===== config.mk =====
export PLATFORM = sky130hd
export DESIGN_NAME = seq_divider
export DESIGN_NICKNAME = d
export VERILOG_FILES = /design/src/rtl/seq_divider_pkg.sv /design/src/rtl/seq_divider_addsub.sv /design/src/rtl/seq_divider.sv
export SDC_FILE = /design/constraint.sdc
export NUM_CORES = 1
export LEC_CHECK = 0
export ABC_CLOCK_PERIOD_IN_PS = 2029
export CAP_MARGIN = 5
export CORE_MARGIN = 1.5
export CORE_UTILIZATION = 30
export CTS_BUF_LIST = sky130_fd_sc_hd__clkbuf_16
export CTS_CLUSTER_DIAMETER = 150
export DETAILED_ROUTE_END_ITERATION = 8
export DONT_BUFFER_PORTS = 1
export PLACE_DENSITY_LB_ADDON = 0.05
export SYNTH_ARGS = -nofsm -noshare
export SYNTH_HDL_FRONTEND = slang
export SYNTH_SLANG_ARGS = --single-unit

===== constraint.sdc =====
create_clock -name clk -period 2.03 [get_ports clk]
set_input_delay 0.406 -clock clk [delete_from_list [all_inputs] [get_ports clk]]
set_output_delay 0.406 -clock clk [all_outputs]
set_load 0.02 [all_outputs]

===== src/rtl/seq_divider_pkg.sv =====
// Shared types and constants for the sequential restoring divider.
package seq_divider_pkg;

   localparam int DEFAULT_WIDTH = 4;

   typedef enum logic [1:0] {
      IDLE = 2'd0,
      CALC = 2'd1,
      DONE = 2'd2
   } state_t;

endpackage


===== src/rtl/seq_divider_addsub.sv =====
// Parameterised ripple-carry adder/subtractor: ctrl=1 inverts b and injects a
// carry-in, so sum = a - b and cout=1 means no borrow (a >= b).
module addsub_nbit #(
   parameter int N = 4
) (
   input  logic [N-1:0] a,
   input  logic [N-1:0] b,
   input  logic         ctrl,
   output logic [N-1:0] sum,
   output logic         cout
);

   logic [N-1:0] b_x;
   logic [N:0]   carry;

   assign b_x = b ^ {N{ctrl}};

   always_comb begin
      carry[0] = ctrl;
      for (int i = 0; i < N; i++) begin
         sum[i]       = a[i] ^ b_x[i] ^ carry[i];
         carry[i + 1] = (a[i] & b_x[i]) | (carry[i] & (a[i] ^ b_x[i]));
      end
   end

   assign cout = carry[N];

endmodule


===== src/rtl/seq_divider.sv =====
// Sequential unsigned restoring divider, one quotient bit per cycle.
// Optional abort input enabled by defining SEQ_DIVIDER_ABORT_EN.
module seq_divider
   import seq_divider_pkg::*;
#(
   parameter int WIDTH = DEFAULT_WIDTH
) (
   input  logic             clk,
   input  logic             rst_n,
   input  logic             start,
`ifdef SEQ_DIVIDER_ABORT_EN
   input  logic             abort,
`endif
   input  logic [WIDTH-1:0] dividend,
   input  logic [WIDTH-1:0] divisor,
   output logic             busy,
   output logic             done,
   output logic [WIDTH-1:0] quotient,
   output logic [WIDTH-1:0] remainder,
   output logic             div_by_zero
);

   localparam int CNT_W = $clog2(WIDTH + 1);
   localparam logic [CNT_W-1:0] LAST_STEP = CNT_W'(WIDTH - 1);

   state_t           state_q, state_d;
   logic [WIDTH-1:0] rem_q, rem_d;
   logic [WIDTH-1:0] quo_q, quo_d;
   logic [WIDTH-1:0] dvsr_q, dvsr_d;
   logic [WIDTH-1:0] quotient_q, quotient_d;
   logic [WIDTH-1:0] remainder_q, remainder_d;
   logic             dbz_q, dbz_d;
   logic [CNT_W-1:0] cnt_q, cnt_d;

   logic [WIDTH:0]   trial_a, trial_b, trial_sum;
   logic             trial_cout;
   logic             sum_msb_unused;
   logic [WIDTH-1:0] step_rem, step_quo;

   // The shifted partial remainder needs one extra bit before the compare.
   assign trial_a = {rem_q, quo_q[WIDTH-1]};
   assign trial_b = {1'b0, dvsr_q};

   addsub_nbit #(.N(WIDTH + 1)) u_addsub (
      .a    (trial_a),
      .b    (trial_b),
      .ctrl (1'b1),
      .sum  (trial_sum),
      .cout (trial_cout)
   );

   assign sum_msb_unused = trial_sum[WIDTH];
   assign step_rem = trial_cout ? trial_sum[WIDTH-1:0] : trial_a[WIDTH-1:0];
   assign step_quo = {quo_q[WIDTH-2:0], trial_cout};

   always_comb begin
      state_d     = state_q;
      rem_d       = rem_q;
      quo_d       = quo_q;
      dvsr_d      = dvsr_q;
      quotient_d  = quotient_q;
      remainder_d = remainder_q;
      dbz_d       = dbz_q;
      cnt_d       = cnt_q;
      unique case (state_q)
         IDLE: begin
            if (start) begin
               dvsr_d = divisor;
               quo_d  = dividend;
               rem_d  = '0;
               cnt_d  = '0;
               dbz_d  = 1'b0;
               if (divisor == '0) begin
                  state_d     = DONE;
                  quotient_d  = '1;
                  remainder_d = dividend;
                  dbz_d       = 1'b1;
               end else begin
                  state_d = CALC;
               end
            end
         end
         CALC: begin
`ifdef SEQ_DIVIDER_ABORT_EN
            if (abort) begin
               state_d = IDLE;
            end else
`endif
            begin
               rem_d = step_rem;
               quo_d = step_quo;
               cnt_d = cnt_q + CNT_W'(1);
               if (cnt_q == LAST_STEP) begin
                  state_d     = DONE;
                  quotient_d  = step_quo;
                  remainder_d = step_rem;
               end
            end
         end
         DONE:    state_d = IDLE;
         default: state_d = IDLE;
      endcase
   end

   always_ff @(posedge clk or negedge rst_n) begin
      if (!rst_n) begin
         state_q     <= IDLE;
         rem_q       <= '0;
         quo_q       <= '0;
         dvsr_q      <= '0;
         quotient_q  <= '0;
         remainder_q <= '0;
         dbz_q       <= 1'b0;
         cnt_q       <= '0;
      end else begin
         state_q     <= state_d;
         rem_q       <= rem_d;
         quo_q       <= quo_d;
         dvsr_q      <= dvsr_d;
         quotient_q  <= quotient_d;
         remainder_q <= remainder_d;
         dbz_q       <= dbz_d;
         cnt_q       <= cnt_d;
      end
   end

   assign busy        = (state_q == CALC);
   assign done        = (state_q == DONE);
   assign quotient    = quotient_q;
   assign remainder   = remainder_q;
   assign div_by_zero = dbz_q;

endmodule


==> results.toml, run 1 <==
[worst_setup_path]
worstReg2RegStart = "quo_q[3]"
rrSetupSlack_ns = -0.26
path_class = "flip-flop to flip-flop"
critPathMaxFanout = 4
startpoint_type = "flip-flop"
critPathSlowestCell = "dfrtp_1"
critPathLaunch = "quo_q[3]"
end_kind = "flip-flop"
worstPathArrival_ns = 2.45
slowest_delay_ns = 0.39
crit_required_ns = 2.20
cp_cell_sequence = "inv_2 > ha_4 > inv_2 > fa_2 > fa_2 > inv_2 > fa_2 > buf_6 > and3b_2 > a211oi_4 > o31ai_1"

[die]
fp.dieArea_um2 = 4850
fp.dieW_um = 69.65
core_area_um2 = 4324
rows = 24
ios = 22
initial_core_util = 0.3082
die_h_um = 69.65

[power_and_ir_drop]
total_power_mw = 3.328
switching_power_mw = 1.420
power.share.clock = 0.130
powerDensity_nw_per_um2 = 2010
peakVddDrop_v = 0.0005312
p_seq_frac = 0.313
p_sw_frac = 0.4265
internal_power_mw = 1.908
p_leak_nw = 0.7300
combPwrFrac = 0.557

[timing]
slew-limit-headroom = 0.6983
fin_skew_ns = 0.005185
whs_ns = 0.2929
clock.fmax_mhz = 437.0
final.setup.worst_slack_ns = -0.2581
hold_violations = 0
min_period_ns = 2.288
worst_slew_pin_slew_ns = 0.4497
grt_setup_unrepaired = "yes"
drv_slew = 0
setup_violations = 10
period_share = 1.127

[layout]
insertedDiodeCount = 0
nets = 157
syn_to_final_growth_pct = 24.23
drive_gt1_frac = 0.3333
fillers = 451
finish.utilization = 0.3828

[drt]
finalWirelength_mm = 3.199
drc_errors = 0
vias_per_cell = 4.984
ant_nets = 0
first_pass_iters = 4
first_iter_violations = 70
vias = 947
wl_per_cell_um = 16.84

[logic_synthesis]
synth_area_per_cell_um2 = 10.58
synth_seq_cells = 26
synth_common_cells = "dfrtp_1, inv_1, nand2_1"
synth.most_common_cell = "dfrtp_1"
ys_warn_count = 0
synth_area_um2 = 1333
synth_edf_count = 0
synth_ff_type = "dfrtp_1"
netlist_top_cells_area = "dfrtp_1, fa_1, mux2i_1"
synth_top_area_frac = 0.4883
yosysUniqueCellTypes = 30
synth_sequential_area_ratio = 0.4883
syn_inst = 126
synth_top_area_cell = "dfrtp_1"
synth_nets = 143
postSynth.asyncResetShare = 1.000

[clocking]
clk_pin_slew_worst_paths_ns = 0.07
htree_levels = 1
cts_root_buf = "clkbuf_16"
cts_made_buffers = 3
cts.sinks = 26
cts.path.max_buffers = 2
clock_latency_ns = 0.26
tritoncts = "yes"

[worst_hold_path]
min_from = "divisor[2]"
hp-class = "primary input to flip-flop"

[global_routing]
met1_usage = 0.2053
grt_pass1_vias = 1019
use_met3 = 0.02907
antenna_found_initial = 0
grt_pass1_wl_mm = 5.361
grt_usage = 0.1438
met2_usage = 0.2115
grt_max_degree = 27
grt-ovfl-total = 0
grt_busiest_layer = "met2"

[place]
place.gp.congestion = 0.7717
numPortBuffers = 0
place_hpwl_mm = 2.284

[flow_run]
drv_cap = 0

[status]
status = "finished, violations left"
violations = "negative setup slack"
==> metal layers <==
metal,vias up,share of wire
met5,-,0
met4,0,0.027
met3,9,0.045
met2,23,0.45
met1,460,0.47
li1,455,-
==> per-stage QoR <==
stage / std cells / worst slack, ns / area (µm²) / setup TNS, ns
after floorplan: 126 / -0.1279 / 1360 / -0.8041
after global placement: 179 / -0.2780 / 1436 / -2.180
after detailed placement: 179 / -0.2991 / 1436 / -2.312
after CTS: 188 / -0.2247 / 1609 / -1.877
after global routing: 190 / -0.3684 / 1655 / -2.837
final: 190 / -0.2581 / 1655 / -1.774
==> registers in the layout, summed over array words and instances (netlist names) <==
| name | cells |
|---|---|
| dvsr_q | 4 |
| quo_q | 4 |
| quotient | 4 |
| rem_q | 4 |
| remainder | 4 |
| cnt_q | 3 |
| state_q | 2 |
| div_by_zero | 1 |
==> critical path, delay by kind of cell (launching register included) <==
family	cells	cell delay (ns)
simple gates	1	0.24
fa+ha+maj	4	1.00
compound gates	2	0.29
buf+inv	4	0.28
flops	1	0.39
==> worst paths after layout <==
path | end | cells after the start
setup / recovery | remainder[3] | 11
hold / removal | dvsr_q[2] | 1
setup reg to reg | remainder[3] | 11
hold reg to reg | quo_q[2] | 2
max in group asynchronous | remainder[2] | 2
min in group asynchronous | div_by_zero | 2
==> repair_timing <==
item / 4_1_cts / 5_1_grt
pin swaps: 3 / 12
gates cloned: 1 / 0
buffers inserted: 3 / 2
hold endpoints to repair: 26 / 0
hold buffers: 2 / 0
gates resized for setup: 9 / 9
setup endpoints to repair: 10 / 10
==> power groups by stage <==
stage	registers, mW	clock network (mW)	logic (mW)
2_1_floorplan	0.992	0	1.09
3_3_place_gp	1.04	0	1.40
3_5_place_dp	1.05	0	1.41
4_1_cts	1.04	0.448	1.66
5_1_grt	1.08	0.474	2.05
6_report	1.04	0.433	1.85
==> cell type report <==
type / instances / area, µm² / share of cell area
multi-input cells: 78 / 669.4 / 0.4044
flip-flops and latches: 26 / 650.6 / 0.3930
repair buffers: 14 / 131.4 / 0.07936
clock buffers: 3 / 75.07 / 0.04535
well taps: 52 / 65.06 / 0.03930
inverters: 17 / 63.81 / 0.03855
==> layout by cell type, fill, tap and decap left out, types with 2 or more instances in the layout <==
cell / n
a211oi_2: 3
a21oi_2: 3
and3b_2: 4
buf_4: 9
buf_6: 3
clkbuf_16: 3
dfrtp_1: 26
fa_2: 3
ha_1: 2
inv_1: 11
inv_2: 5
mux2_2: 4
mux2i_1: 6
nand2_1: 10
nand2b_1: 2
nand2b_4: 2
nor2_1: 7
o211ai_1: 4
o21ai_0: 8
o22ai_1: 2
o31ai_1: 4
==> logic make-up (layout without fill, tap and decap cells) <==
logic type	count (synthesis)	count (layout)	share of synthesized area
adders and majority gates	6	6	0.07324
DFF	26	26	0.4883
buffers and inverters	23	34	0.07886
AOI/OAI and AO/OA	32	32	0.1615
muxes	10	10	0.07887
and+or+nand+nor	29	30	0.1193
Note: power is estimated with default switching activity, not from simulation.
==> run 2, diff against run 1 <==
CELL_PAD_IN_SITES_DETAIL_PLACEMENT = 0   (was default)
CELL_PAD_IN_SITES_GLOBAL_PLACEMENT = 1   (was default)
==> results.toml, run 2 (synthesis results as in run 1) <==
[worst_hold_path]
whs_endpoint = "dvsr_q[1]"
hp-class = "primary input to flip-flop"
min_from = "divisor[1]"
whs_path_depth = 1

[worst_setup_path]
rrSetupSlack_ns = -0.21
reg2regPathDepth = 11
crit_required_ns = 2.17
slowest_delay_ns = 0.40
crit_buf_inv = 4
worstPathArrival_ns = 2.38
reg2reg_to = "remainder[1]"
startpoint_type = "flip-flop"
path_class = "flip-flop to flip-flop"
worstReg2RegStart = "quo_q[3]"
cp_cell_sequence = "inv_2 > ha_4 > inv_2 > fa_2 > fa_2 > inv_2 > fa_2 > buf_6 > nand2b_4 > a211oi_2 > o31ai_1"
critPathSlowestCell = "dfrtp_1"
critPathMaxFanout = 5
crit_family = "adder cells"
end_kind = "flip-flop"

[drt]
wl_per_cell_um = 16.43
ant_nets = 0
first_pass_iters = 4
first_iter_violations = 29
drc_errors = 0
vias = 901
vias_per_cell = 4.793
finalWirelength_mm = 3.089

[layout]
drive_gt1_frac = 0.3235
fillers = 438
syn_to_final_growth_pct = 21.60
fin_area_um2 = 1620
layout_commonest_cell = "dfrtp_1"
nets = 155
insertedDiodeCount = 0
finalNonFillerCells = 188
layout_common_cells = "dfrtp_1, inv_1, nand2_1"

[timing]
final.setup.worst_slack_ns = -0.2119
slew-limit-headroom = 0.7202
min_period_ns = 2.242
setup_violations = 10
drv_slew = 0
whs_ns = 0.2954
period_share = 1.104
worst_slew_pin_slew_ns = 0.4172
clock.fmax_mhz = 446.1
fin_skew_ns = 0.003039
hold_violations = 0
setup_tns_ns = -1.666
grt_setup_unrepaired = "yes"

[die]
fp.dieArea_um2 = 4850
ios = 22
core_area_um2 = 4324
fp.dieW_um = 69.65
initial_core_util = 0.3082
die_h_um = 69.65
rows = 24

[power_and_ir_drop]
switching_power_mw = 1.325
power.share.clock = 0.141
combPwrFrac = 0.524
peakVddDrop_v = 0.0006323
p_seq_frac = 0.335
total_power_mw = 3.116
p_sw_frac = 0.4252
p_leak_nw = 0.7155
powerDensity_nw_per_um2 = 1923
internal_power_mw = 1.791

[place]
numPortBuffers = 0
dpl-instance-area_um2 = 1436
place_hpwl_mm = 2.239
place.gp.congestion = 0.7160
dp.cells = 179

[global_routing]
grt-ovfl-total = 0
grt_max_degree = 27
grt_usage = 0.1373
grt_pass1_wl_mm = 5.230
antenna_found_initial = 0
grt_pass1_vias = 995

[clocking]
cts.sinks = 26
tritoncts = "yes"
cts.path.max_buffers = 2
cts_root_buf = "clkbuf_16"
clk_pin_slew_worst_paths_ns = 0.07
cts_made_buffers = 3
clock_latency_ns = 0.26
htree_levels = 1

[flow_run]
drv_cap = 0

[status]
violations = "negative setup slack"
status = "finished, violations left"
[run 2: cell types whose count changed in the layout (fill, tap and decap cells not counted)]
cell      previous run  this run
o21ai_0              8         7
nor2_1               7         8
o21ai_1              1         2
a211oi_4             1         0
a211oi_2             3         4
nand2b_4             2         1
a21oi_2              3         4
buf_4                9         8
nand2b_2             0         1
buf_6                3         2
a21oi_1              1         0
nor2_4               1         0
[run 2: layout make-up]
| cell class | count | area, µm² | area share |
|---|---|---|---|
| Clock buffer | 3 | 75.07 | 0.04633 |
| Inverter | 17 | 63.81 | 0.03938 |
| Multi-Input combinational cell | 78 | 653.1 | 0.4031 |
| Sequential cell | 26 | 650.6 | 0.4015 |
| Tap cell | 52 | 65.06 | 0.04015 |
| Timing Repair Buffer | 12 | 112.6 | 0.06950 |
[run 2: worst max path at each step]
stage	cells past startpoint	slack [ns]	startpoint	end
floorplan	11	-0.13	quo_q[3]	remainder[0]
global route	11	-0.34	quo_q[3]	remainder[1]
finish	11	-0.21	quo_q[3]	remainder[1]
detailed placement	10	-0.31	quo_q[3]	remainder[1]
CTS	11	-0.24	quo_q[3]	remainder[1]
global placement	10	-0.32	quo_q[3]	remainder[3]
[run 2: metal layers]
| layer | routed length, µm | GRT usage |
|---|---|---|
| met5 | 0 | 0 |
| met4 | 25 | 0.04487 |
| met3 | 116 | 0.03052 |
| met2 | 1460 | 0.2105 |
| met1 | 1485 | 0.1930 |
[run 2: timing repair]
item	in CTS	in global routing
cloned	1	0
setup buffers	3	0
setup endpoints to repair	10	10
endpoints found under the hold margin	26	0
gates resized for setup	13	2
hold buffers	2	0
pin swaps	7	3
[run 2: worst reg2reg max path: stages, from the launching register on]
cell      delay [ns]
dfrtp_1         0.40
inv_2           0.09
ha_4            0.13
inv_2           0.03
fa_2            0.33
fa_2            0.34
inv_2           0.07
fa_2            0.22
buf_6           0.12
nand2b_4        0.08
a211oi_2        0.24
o31ai_1         0.09
[run 2: power by group through the flow]
stage               clock, mW  sequential (mW)  combinational, mW
floorplan                   0            0.992               1.09
global placement            0             1.04               1.38
detailed placement          0             1.05               1.37
CTS                     0.450             1.05               1.62
global route            0.477             1.08               1.84
finish                  0.440             1.04               1.63
[run 2: through the flow]
step | utilization | setup WS (ns)
after CTS | 0.3727 | -0.2377
after global placement | 0.3322 | -0.3168
after floorplan | - | -0.1279
after global routing | 0.3747 | -0.3369
final | 0.3747 | -0.2119
after detailed placement | 0.3322 | -0.3136
